## src/rtl/rv32i_pkg.sv

```systemverilog
// -----------------------------------------------------------------------------
// rv32i_pkg
//   Shared RV32I decode definitions: opcode and funct constants, ALU operation
//   and write-back select encodings, the packed control bundle handed from ID
//   to EX (ctrl_t, 16 bits) and its idle value CTRL_NOP.
//   No ports; imported by id_decoder and id_stage.
// -----------------------------------------------------------------------------
package rv32i_pkg;

   // Major opcodes (instr[6:0])
   localparam logic [6:0] OP_LUI      = 7'b0110111;
   localparam logic [6:0] OP_AUIPC    = 7'b0010111;
   localparam logic [6:0] OP_JAL      = 7'b1101111;
   localparam logic [6:0] OP_JALR     = 7'b1100111;
   localparam logic [6:0] OP_BRANCH   = 7'b1100011;
   localparam logic [6:0] OP_LOAD     = 7'b0000011;
   localparam logic [6:0] OP_STORE    = 7'b0100011;
   localparam logic [6:0] OP_IMM      = 7'b0010011;
   localparam logic [6:0] OP_OP       = 7'b0110011;
   localparam logic [6:0] OP_MISC_MEM = 7'b0001111;
   localparam logic [6:0] OP_SYSTEM   = 7'b1110011;

   // funct3 values of the integer ALU group
   localparam logic [2:0] F3_ADD_SUB = 3'b000;
   localparam logic [2:0] F3_SLL     = 3'b001;
   localparam logic [2:0] F3_SLT     = 3'b010;
   localparam logic [2:0] F3_SLTU    = 3'b011;
   localparam logic [2:0] F3_XOR     = 3'b100;
   localparam logic [2:0] F3_SRL_SRA = 3'b101;
   localparam logic [2:0] F3_OR      = 3'b110;
   localparam logic [2:0] F3_AND     = 3'b111;

   // funct7 values: base encoding and the SUB/SRA alternate
   localparam logic [6:0] F7_BASE = 7'b0000000;
   localparam logic [6:0] F7_ALT  = 7'b0100000;

   typedef enum logic [3:0] {
      ALU_ADD  = 4'd0,
      ALU_SUB  = 4'd1,
      ALU_SLL  = 4'd2,
      ALU_SLT  = 4'd3,
      ALU_SLTU = 4'd4,
      ALU_XOR  = 4'd5,
      ALU_SRL  = 4'd6,
      ALU_SRA  = 4'd7,
      ALU_OR   = 4'd8,
      ALU_AND  = 4'd9
   } alu_op_e;

   typedef enum logic [1:0] {
      SRC_A_RS1  = 2'd0,
      SRC_A_PC   = 2'd1,
      SRC_A_ZERO = 2'd2
   } src_a_e;

   typedef enum logic [1:0] {
      WB_NONE = 2'd0,
      WB_ALU  = 2'd1,
      WB_MEM  = 2'd2,
      WB_PC4  = 2'd3
   } wb_sel_e;

   // 4 + 2 + 1 + 1 + 1 + 3 + 1 + 1 + 2 = 16 bits.
   // funct3 carries the load/store size or the branch comparison to EX.
   typedef struct packed {
      alu_op_e    alu_op;
      src_a_e     src_a;
      logic       src_b_imm;
      logic       mem_rd;
      logic       mem_wr;
      logic [2:0] funct3;
      logic       branch;
      logic       jump;
      wb_sel_e    wb_sel;
   } ctrl_t;

   localparam ctrl_t CTRL_NOP = '{
      alu_op:    ALU_ADD,
      src_a:     SRC_A_RS1,
      src_b_imm: 1'b0,
      mem_rd:    1'b0,
      mem_wr:    1'b0,
      funct3:    3'b000,
      branch:    1'b0,
      jump:      1'b0,
      wb_sel:    WB_NONE
   };

   // Map funct3 (plus the instr[30] alternate bit) onto an ALU operation.
   function automatic alu_op_e alu_from_funct(input logic [2:0] f3, input logic alt);
      alu_op_e op;
      case (f3)
         F3_ADD_SUB: op = alt ? ALU_SUB : ALU_ADD;
         F3_SLL:     op = ALU_SLL;
         F3_SLT:     op = ALU_SLT;
         F3_SLTU:    op = ALU_SLTU;
         F3_XOR:     op = ALU_XOR;
         F3_SRL_SRA: op = alt ? ALU_SRA : ALU_SRL;
         F3_OR:      op = ALU_OR;
         F3_AND:     op = ALU_AND;
         default:    op = ALU_ADD;
      endcase
      return op;
   endfunction

endpackage

```

## src/rtl/id_decoder.sv

```systemverilog
// -----------------------------------------------------------------------------
// id_decoder
//   Purely combinational RV32I decoder.
//   Ports:
//     instr    in  32  instruction word
//     ctrl     out 16  control bundle (CTRL_NOP when illegal)
//     imm      out 32  sign-extended immediate selected by opcode (0 for R type)
//     rd       out 5   destination register, 0 when rd is not written
//     uses_rs1 out 1   instruction reads rs1
//     uses_rs2 out 1   instruction reads rs2 (R, S and B types only)
//     illegal  out 1   opcode/funct combination outside the RV32I base set
// -----------------------------------------------------------------------------
module id_decoder
   import rv32i_pkg::*;
(
   input  logic [31:0] instr,
   output ctrl_t       ctrl,
   output logic [31:0] imm,
   output logic [4:0]  rd,
   output logic        uses_rs1,
   output logic        uses_rs2,
   output logic        illegal
);

   logic [6:0]  opcode_s;
   logic [2:0]  funct3_s;
   logic [6:0]  funct7_s;
   logic [31:0] imm_i_s;
   logic [31:0] imm_s_s;
   logic [31:0] imm_b_s;
   logic [31:0] imm_u_s;
   logic [31:0] imm_j_s;
   logic        load_f3_ok_s;
   logic        shift_imm_ok_s;
   logic        op_funct_ok_s;

   ctrl_t       ctrl_raw_s;
   logic [31:0] imm_sel_s;
   logic        writes_rd_s;
   logic        uses_rs1_raw_s;
   logic        uses_rs2_raw_s;
   logic        illegal_s;

   assign opcode_s = instr[6:0];
   assign funct3_s = instr[14:12];
   assign funct7_s = instr[31:25];

   assign imm_i_s = {{20{instr[31]}}, instr[31:20]};
   assign imm_s_s = {{20{instr[31]}}, instr[31:25], instr[11:7]};
   assign imm_b_s = {{19{instr[31]}}, instr[31], instr[7], instr[30:25], instr[11:8], 1'b0};
   assign imm_u_s = {instr[31:12], 12'b0};
   assign imm_j_s = {{11{instr[31]}}, instr[31], instr[19:12], instr[20], instr[30:21], 1'b0};

   // LB/LH/LW/LBU/LHU only
   assign load_f3_ok_s   = (funct3_s != 3'b011) && (funct3_s != 3'b110) && (funct3_s != 3'b111);
   // Shift-immediates reuse imm[11:5] as funct7; SRAI is the only alternate form.
   assign shift_imm_ok_s = (funct3_s == F3_SLL)     ? (funct7_s == F7_BASE) :
                           (funct3_s == F3_SRL_SRA) ? ((funct7_s == F7_BASE) || (funct7_s == F7_ALT)) :
                           1'b1;
   assign op_funct_ok_s  = (funct7_s == F7_BASE) ||
                           ((funct7_s == F7_ALT) && ((funct3_s == F3_ADD_SUB) || (funct3_s == F3_SRL_SRA)));

   // Per-opcode control, immediate and register-usage decode
   always_comb begin
      ctrl_raw_s     = CTRL_NOP;
      imm_sel_s      = 32'd0;
      writes_rd_s    = 1'b0;
      uses_rs1_raw_s = 1'b0;
      uses_rs2_raw_s = 1'b0;
      illegal_s      = 1'b0;
      case (opcode_s)
         OP_LUI: begin
            ctrl_raw_s.src_a     = SRC_A_ZERO;
            ctrl_raw_s.src_b_imm = 1'b1;
            ctrl_raw_s.wb_sel    = WB_ALU;
            imm_sel_s            = imm_u_s;
            writes_rd_s          = 1'b1;
         end
         OP_AUIPC: begin
            ctrl_raw_s.src_a     = SRC_A_PC;
            ctrl_raw_s.src_b_imm = 1'b1;
            ctrl_raw_s.wb_sel    = WB_ALU;
            imm_sel_s            = imm_u_s;
            writes_rd_s          = 1'b1;
         end
         OP_JAL: begin
            // ALU forms the target pc+imm; rd gets pc+4
            ctrl_raw_s.src_a     = SRC_A_PC;
            ctrl_raw_s.src_b_imm = 1'b1;
            ctrl_raw_s.jump      = 1'b1;
            ctrl_raw_s.wb_sel    = WB_PC4;
            imm_sel_s            = imm_j_s;
            writes_rd_s          = 1'b1;
         end
         OP_JALR: begin
            if (funct3_s == 3'b000) begin
               ctrl_raw_s.src_b_imm = 1'b1;
               ctrl_raw_s.jump      = 1'b1;
               ctrl_raw_s.wb_sel    = WB_PC4;
               imm_sel_s            = imm_i_s;
               writes_rd_s          = 1'b1;
               uses_rs1_raw_s       = 1'b1;
            end else begin
               illegal_s = 1'b1;
            end
         end
         OP_BRANCH: begin
            if ((funct3_s != 3'b010) && (funct3_s != 3'b011)) begin
               ctrl_raw_s.alu_op = ALU_SUB;
               ctrl_raw_s.funct3 = funct3_s;
               ctrl_raw_s.branch = 1'b1;
               imm_sel_s         = imm_b_s;
               uses_rs1_raw_s    = 1'b1;
               uses_rs2_raw_s    = 1'b1;
            end else begin
               illegal_s = 1'b1;
            end
         end
         OP_LOAD: begin
            if (load_f3_ok_s) begin
               ctrl_raw_s.src_b_imm = 1'b1;
               ctrl_raw_s.mem_rd    = 1'b1;
               ctrl_raw_s.funct3    = funct3_s;
               ctrl_raw_s.wb_sel    = WB_MEM;
               imm_sel_s            = imm_i_s;
               writes_rd_s          = 1'b1;
               uses_rs1_raw_s       = 1'b1;
            end else begin
               illegal_s = 1'b1;
            end
         end
         OP_STORE: begin
            if (funct3_s <= 3'b010) begin
               ctrl_raw_s.src_b_imm = 1'b1;
               ctrl_raw_s.mem_wr    = 1'b1;
               ctrl_raw_s.funct3    = funct3_s;
               imm_sel_s            = imm_s_s;
               uses_rs1_raw_s       = 1'b1;
               uses_rs2_raw_s       = 1'b1;
            end else begin
               illegal_s = 1'b1;
            end
         end
         OP_IMM: begin
            if (shift_imm_ok_s) begin
               // instr[30] is an immediate bit for ADDI, only SRAI treats it as funct7
               ctrl_raw_s.alu_op    = alu_from_funct(funct3_s, (funct3_s == F3_SRL_SRA) && instr[30]);
               ctrl_raw_s.src_b_imm = 1'b1;
               ctrl_raw_s.wb_sel    = WB_ALU;
               imm_sel_s            = imm_i_s;
               writes_rd_s          = 1'b1;
               uses_rs1_raw_s       = 1'b1;
            end else begin
               illegal_s = 1'b1;
            end
         end
         OP_OP: begin
            if (op_funct_ok_s) begin
               ctrl_raw_s.alu_op = alu_from_funct(funct3_s, instr[30]);
               ctrl_raw_s.wb_sel = WB_ALU;
               writes_rd_s       = 1'b1;
               uses_rs1_raw_s    = 1'b1;
               uses_rs2_raw_s    = 1'b1;
            end else begin
               illegal_s = 1'b1;
            end
         end
         // FENCE / ECALL / EBREAK pass as no-ops without a register write
         OP_MISC_MEM: illegal_s = 1'b0;
         OP_SYSTEM:   illegal_s = 1'b0;
         default:     illegal_s = 1'b1;
      endcase
   end

   assign ctrl     = illegal_s ? CTRL_NOP : ctrl_raw_s;
   assign imm      = imm_sel_s;
   assign rd       = (writes_rd_s && !illegal_s) ? instr[11:7] : 5'd0;
   assign uses_rs1 = uses_rs1_raw_s && !illegal_s;
   assign uses_rs2 = uses_rs2_raw_s && !illegal_s;
   assign illegal  = illegal_s;

endmodule

```

## src/rtl/id_stage.sv

```systemverilog
// -----------------------------------------------------------------------------
// id_stage
//   RV32I decode stage sitting between fetch and EX. Drives the register-file
//   read addresses, merges read data with the write-back bypass, decodes the
//   instruction and holds it in the registered ID/EX slot (valid/ready).
//   Inserts one bubble on a load-use hazard and honours a flush from EX.
//   Ports:
//     clk, reset                 clock, synchronous active-high reset
//     if_valid/if_ready          fetch handshake
//     if_instr, if_pc            fetched instruction and its pc
//     rf_raddr1/2, rf_rdata1/2   register-file read port (combinational data)
//     wb_we, wb_waddr, wb_wdata  write-back port, used for bypass
//     flush                      kill the slot and refuse the incoming instruction
//     ex_valid/ex_ready          EX handshake
//     ex_pc, ex_rs1_val, ex_rs2_val, ex_imm, ex_rd, ex_ctrl, ex_illegal
//                                registered ID/EX slot contents
// -----------------------------------------------------------------------------
module id_stage
   import rv32i_pkg::*;
#(
   parameter int XLEN   = 32,
   parameter int CTRL_W = 16
) (
   input  logic              clk,
   input  logic              reset,
   input  logic              if_valid,
   output logic              if_ready,
   input  logic [31:0]       if_instr,
   input  logic [XLEN-1:0]   if_pc,
   output logic [4:0]        rf_raddr1,
   output logic [4:0]        rf_raddr2,
   input  logic [XLEN-1:0]   rf_rdata1,
   input  logic [XLEN-1:0]   rf_rdata2,
   input  logic              wb_we,
   input  logic [4:0]        wb_waddr,
   input  logic [XLEN-1:0]   wb_wdata,
   input  logic              flush,
   output logic              ex_valid,
   input  logic              ex_ready,
   output logic [XLEN-1:0]   ex_pc,
   output logic [XLEN-1:0]   ex_rs1_val,
   output logic [XLEN-1:0]   ex_rs2_val,
   output logic [XLEN-1:0]   ex_imm,
   output logic [4:0]        ex_rd,
   output logic [CTRL_W-1:0] ex_ctrl,
   output logic              ex_illegal
);

   // x0 always reads zero; otherwise the write-back value wins over the
   // register file, which only updates on the edge that captures the slot.
   function automatic logic [XLEN-1:0] bypass_operand(
      input logic [4:0]      addr,
      input logic [XLEN-1:0] rf_data,
      input logic            we,
      input logic [4:0]      waddr,
      input logic [XLEN-1:0] wdata
   );
      logic [XLEN-1:0] val;
      if (addr == 5'd0) begin
         val = '0;
      end else if (we && (waddr == addr)) begin
         val = wdata;
      end else begin
         val = rf_data;
      end
      return val;
   endfunction

   ctrl_t           dec_ctrl_s;
   logic [31:0]     dec_imm_s;
   logic [4:0]      dec_rd_s;
   logic            dec_uses_rs1_s;
   logic            dec_uses_rs2_s;
   logic            dec_illegal_s;

   logic [4:0]      rs1_addr_s;
   logic [4:0]      rs2_addr_s;
   logic [XLEN-1:0] rs1_val_s;
   logic [XLEN-1:0] rs2_val_s;
   logic            hz_s;
   logic            slot_free_s;
   logic            if_ready_s;
   logic            accept_s;

   logic            ex_valid_r;
   logic [XLEN-1:0] ex_pc_r;
   logic [XLEN-1:0] ex_rs1_val_r;
   logic [XLEN-1:0] ex_rs2_val_r;
   logic [XLEN-1:0] ex_imm_r;
   logic [4:0]      ex_rd_r;
   ctrl_t           ex_ctrl_r;
   logic            ex_illegal_r;

   id_decoder u_decoder (
      .instr    (if_instr),
      .ctrl     (dec_ctrl_s),
      .imm      (dec_imm_s),
      .rd       (dec_rd_s),
      .uses_rs1 (dec_uses_rs1_s),
      .uses_rs2 (dec_uses_rs2_s),
      .illegal  (dec_illegal_s)
   );

   assign rs1_addr_s = if_instr[19:15];
   assign rs2_addr_s = if_instr[24:20];
   assign rf_raddr1  = rs1_addr_s;
   assign rf_raddr2  = rs2_addr_s;

   assign rs1_val_s = bypass_operand(rs1_addr_s, rf_rdata1, wb_we, wb_waddr, wb_wdata);
   assign rs2_val_s = bypass_operand(rs2_addr_s, rf_rdata2, wb_we, wb_waddr, wb_wdata);

   // A load in the slot whose result the incoming instruction needs; its data
   // only exists after MEM, so the consumer must wait one cycle.
   assign hz_s = if_valid && ex_valid_r && ex_ctrl_r.mem_rd && (ex_rd_r != 5'd0) &&
                 ((dec_uses_rs1_s && (rs1_addr_s == ex_rd_r)) ||
                  (dec_uses_rs2_s && (rs2_addr_s == ex_rd_r)));

   assign slot_free_s = !ex_valid_r || ex_ready;
   assign if_ready_s  = !reset && slot_free_s && !hz_s && !flush;
   assign accept_s    = if_valid && if_ready_s;
   assign if_ready    = if_ready_s;

   // ID/EX slot: flush beats accept beats drain; otherwise everything holds
   always_ff @(posedge clk) begin
      if (reset) begin
         ex_valid_r   <= 1'b0;
         ex_pc_r      <= '0;
         ex_rs1_val_r <= '0;
         ex_rs2_val_r <= '0;
         ex_imm_r     <= '0;
         ex_rd_r      <= 5'd0;
         ex_ctrl_r    <= CTRL_NOP;
         ex_illegal_r <= 1'b0;
      end else if (flush) begin
         ex_valid_r <= 1'b0;
      end else if (accept_s) begin
         ex_valid_r   <= 1'b1;
         ex_pc_r      <= if_pc;
         ex_rs1_val_r <= rs1_val_s;
         ex_rs2_val_r <= rs2_val_s;
         ex_imm_r     <= dec_imm_s;
         ex_rd_r      <= dec_rd_s;
         ex_ctrl_r    <= dec_ctrl_s;
         ex_illegal_r <= dec_illegal_s;
      end else if (ex_ready) begin
         // covers the load-use bubble as well as a plain drain
         ex_valid_r <= 1'b0;
      end
   end

   assign ex_valid   = ex_valid_r;
   assign ex_pc      = ex_pc_r;
   assign ex_rs1_val = ex_rs1_val_r;
   assign ex_rs2_val = ex_rs2_val_r;
   assign ex_imm     = ex_imm_r;
   assign ex_rd      = ex_rd_r;
   assign ex_ctrl    = ex_ctrl_r;
   assign ex_illegal = ex_illegal_r;

endmodule

```

## config.mk

```make
export PLATFORM = sky130hd
export DESIGN_NAME = id_stage
export DESIGN_NICKNAME = d
export VERILOG_FILES = /design/src/rtl/rv32i_pkg.sv /design/src/rtl/id_decoder.sv /design/src/rtl/id_stage.sv
export SDC_FILE = /design/constraint.sdc
export NUM_CORES = 1
export LEC_CHECK = 0
export BUFFER_PORTS_ARGS = -buffer_cell sky130_fd_sc_hd__buf_2
export CAP_MARGIN = 15
export CORE_UTILIZATION = 40
export CTS_CLUSTER_DIAMETER = 100
export DETAILED_ROUTE_END_ITERATION = 6
export PLACE_DENSITY = 0.7
export SKIP_LAST_GASP = 1
export SYNTH_ARGS = -nofsm -noshare
export SYNTH_HDL_FRONTEND = slang
export SYNTH_HIERARCHICAL = 1
export SYNTH_SLANG_ARGS = --single-unit
```

## constraint.sdc

```tcl
create_clock -name clk -period 3.15 [get_ports clk]
set_clock_uncertainty 0.1 [all_clocks]
set_input_delay 0.1575 -clock clk [delete_from_list [all_inputs] [get_ports clk]]
set_output_delay 0.1575 -clock clk [all_outputs]
set_load 0.05 [all_outputs]
```

==> impl_metrics.py <==
metrics = {
    "outcome": {
        "outcome": "finished, final reports clean",
    },
    "grt": {
        "grt_max_degree": 65,
        "grt_pass1_wl_mm": 43.0,
        "antenna_found_initial": 1,
        "globalRouteOverflowTotal": 0,
        "grt_pass1_vias": 7898,
        "grtUsageTotal": 0.248,
    },
    "clocking": {
        "root_buffer": "clkbuf_16",
        "post_cts_buffers": 0,
        "clockBufferDepth": 2,
        "cts_sinks": 151,
        "clock_latency_ns": 0.42,
        "cts_tree": "yes",
        "cts.clk_slew.worst_paths_ns": 0.07,
        "h-tree-depth": 4,
        "numCtsBuffers": 17,
    },
    "route": {
        "drt_iter0_drc": 439,
        "routed_via_density": 5.26,
        "antenna_left": 0,
        "dr.pass1.iters": 5,
        "routed_wl_mm": 28.8,
        "routed-via-count": 8197,
        "drc": 0,
        "avgRoutedWirePerCell_um": 18.5,
    },
    "synth": {
        "synthTopCellsByArea": "dfxtp_1 (34%), mux2_4 (17%), nor2b_1 (11%)",
        "yosys.area_share.xor_xnor": 0.0198,
        "synth_top_family_by_area": "multiplexers",
        "synth_edf_count": 0,
        "ys_async_sr_fraction": 0,
        "synthAdderAreaFrac": 0,
        "syn_inst": 937,
        "yosysMostFrequentCell": "nor2b_1",
        "synth-compound-area-share": 0.121,
        "yosys.area.top_type_share": 0.342,
        "synth_common_cells": "nor2b_1 (159), dfxtp_1 (151), mux2_4 (99)",
        "seq_area_frac_synth": 0.342,
        "yosysWarnings": 6,
        "synth_simple_gate_area_frac": 0.220,
        "syn_avg_cell_area_um2": 9.43,
        "synthFlopType": "dfxtp_1",
        "synth_largest_area_cell": "dfxtp_1",
        "ys_seq_elements": 151,
        "synth_cell_types": 58,
        "syn_nets": 1108,
        "synthMuxAreaShare": 0.234,
        "synth.cell_area_um2": 8840,
    },
    "placed_design": {
        "placed_cells": 1486,
        "place.gp.congestion": 0.875,
        "placed_area_um2": 10600,
        "hpwl_mm": 20.4,
        "io_buffers": 332,
    },
    "timing": {
        "min_period_ns": 3.00,
        "tns_ns": 0,
        "period_share": 0.952,
        "setup_violations": 0,
        "rsz0062_at_grt": "false",
        "fmax_mhz": 333,
        "slew_headroom": 0.319,
        "worst_slew_pin_slew_ns": 1.02,
        "hold_viol": 0,
        "slew_violations": 0,
    },
    "power": {
        "power_density_nw_per_um2": 439,
        "p_leak_nw": 5.70,
        "vdd_drop_max_uv": 305,
    },
    "finish": {
        "area_growth_pct": 31.7,
        "layout.cells.non_filler": 1557,
        "seqCellArea_um2": 3020,
        "fin_area_um2": 11600,
        "multi_input_area_um2": 5280,
        "n_fill_cell": 1972,
        "layout-drive-gt1-share": 0.437,
        "final_nets": 1434,
    },
    "setup_path": {
        "critPathRequiredTime_ns": 3.36,
        "crit_fanout": 23,
        "path_class": "primary input to register",
        "endpoint_kind": "register",
        "cp-start-kind": "primary input",
        "path_cells": "dlygate4sd3_1, buf_2, nor2_1, nand2_1, and4b_1, nor2_2, nand2_1, nand2_1, o22ai_1, a41o_4, buf_16, a211oi_1, dlygate4sd3_1",
        "cp_common_cell": "nand2_1",
        "crit_path_max_incr_delay_ns": 0.58,
        "crit_slowest_cell": "dlygate4sd3_1",
        "cp.arrival_ns": 3.21,
    },
    "min_path": {
        "hp-class": "primary input to register",
    },
    "die": {
        "core_area_um2": 21800,
        "die_h_um": 151,
        "dieArea_um2": 22700,
        "std_cell_rows": 54,
        "die_w_um": 151,
        "ioPinCount": 333,
        "initial_core_util": 0.406,
    },
    "run": {
        "maxCapViolCount": 0,
    },
}
[report_power, final]
part           switching (mW)  total (mW)  leakage [nW]  internal (mW)
clock                   0.883        2.17         0.289           1.28
sequential             0.0270        1.99          1.23           1.97
combinational           0.599       0.946          4.19          0.347
[cell type report]
type | count | share of cell area
Clock buffer | 20 | 0.0384
Sequential cell | 151 | 0.260
Antenna cell | 1 | 0.000215
Inverter | 6 | 0.00193
Tap cell | 280 | 0.0301
Clock inverter | 12 | 0.0144
Timing Repair Buffer | 396 | 0.202
Multi-Input combinational cell | 691 | 0.453
[cells in the final DEF (no fill, tap or decap), types with 4 or more instances in the layout]
cell type | netlist | final
mux2_4 | 99 | 99
nand2_1 | 41 | 41
nor2b_1 | 159 | 159
o31a_1 | 6 | 6
or2_1 | 4 | 4
dlygate4sd3_1 | 0 | 37
a21oi_1 | 71 | 71
buf_4 | 13 | 20
nor3_1 | 4 | 4
dfxtp_1 | 151 | 151
nand4_1 | 8 | 8
or3_1 | 6 | 6
nand2b_1 | 6 | 6
o21ai_0 | 67 | 67
clkbuf_16 | 0 | 18
nand3_1 | 65 | 65
buf_2 | 11 | 331
o22ai_1 | 4 | 4
a21o_1 | 9 | 9
inv_1 | 5 | 5
nor2_1 | 18 | 18
xnor2_1 | 20 | 20
buf_12 | 0 | 6
mux2_2 | 51 | 51
a22o_1 | 5 | 5
[state kept, by name, summed over array words and instances (netlist names)]
name        cells
ex_imm         32
ex_pc          32
ex_rs1_val     32
ex_rs2_val     32
ex_ctrl        16
ex_rd           5
ex_illegal      1
ex_valid        1
[critical path, delay by kind of cell]
family | cells | cell delay, ns
and+or+nand+nor | 6 | 0.91
buffers and inverters | 4 | 1.46
AOI/OAI and AO/OA | 3 | 0.68
[cells by family after synthesis]
family	after synthesis
buf+inv	95
xor+xnor	20
compound gates	184
simple gates	336
mux	151
flops	151
[stage by stage]
step | hold WS (ns) | setup slack [ns] | total power, mW | util
after CTS | 0.00336 | 0.151 | 5.14 | 0.533
after global routing | 0.0139 | 0.00990 | 5.29 | 0.535
after detailed placement | 0.254 | 0.188 | 2.93 | 0.488
after global placement | 0.246 | 0.259 | 2.93 | 0.488
after floorplan | 0.130 | 0.482 | 2.64 | -
final | 0.0226 | 0.150 | 5.11 | 0.535
[path summary, 6_finish.rpt]
path | startpoint | to | slack [ns] | depth (start not counted)
worst max-delay path | if_instr[27] | ex_valid | 0.15 | 13
worst min-delay path | if_instr[26] | ex_imm[26] | 0.02 | 4
worst max register to register | ex_rd[1] | ex_valid | 0.67 | 7
worst min register to register | ex_ctrl[9] | ex_ctrl[9] | 0.50 | 2
[layer usage]
| metal | GRT usage | up-vias | share of wire |
|---|---|---|---|
| li1 | - | 3904 | - |
| met5 | 0 | - | 0 |
| met2 | 0.397 | 347 | 0.47 |
| met4 | 0.0965 | 0 | 0.020 |
| met3 | 0.0594 | 44 | 0.080 |
| met1 | 0.320 | 3902 | 0.43 |
[repair_timing]
item / CTS / global route
resized for setup: 0 / 1
hold buffers: 37 / 0
hold endpoints to repair: 36 / 0
endpoints found under the setup margin: 0 / 1
No activity file was read; power rests on OpenSTA's default activity.
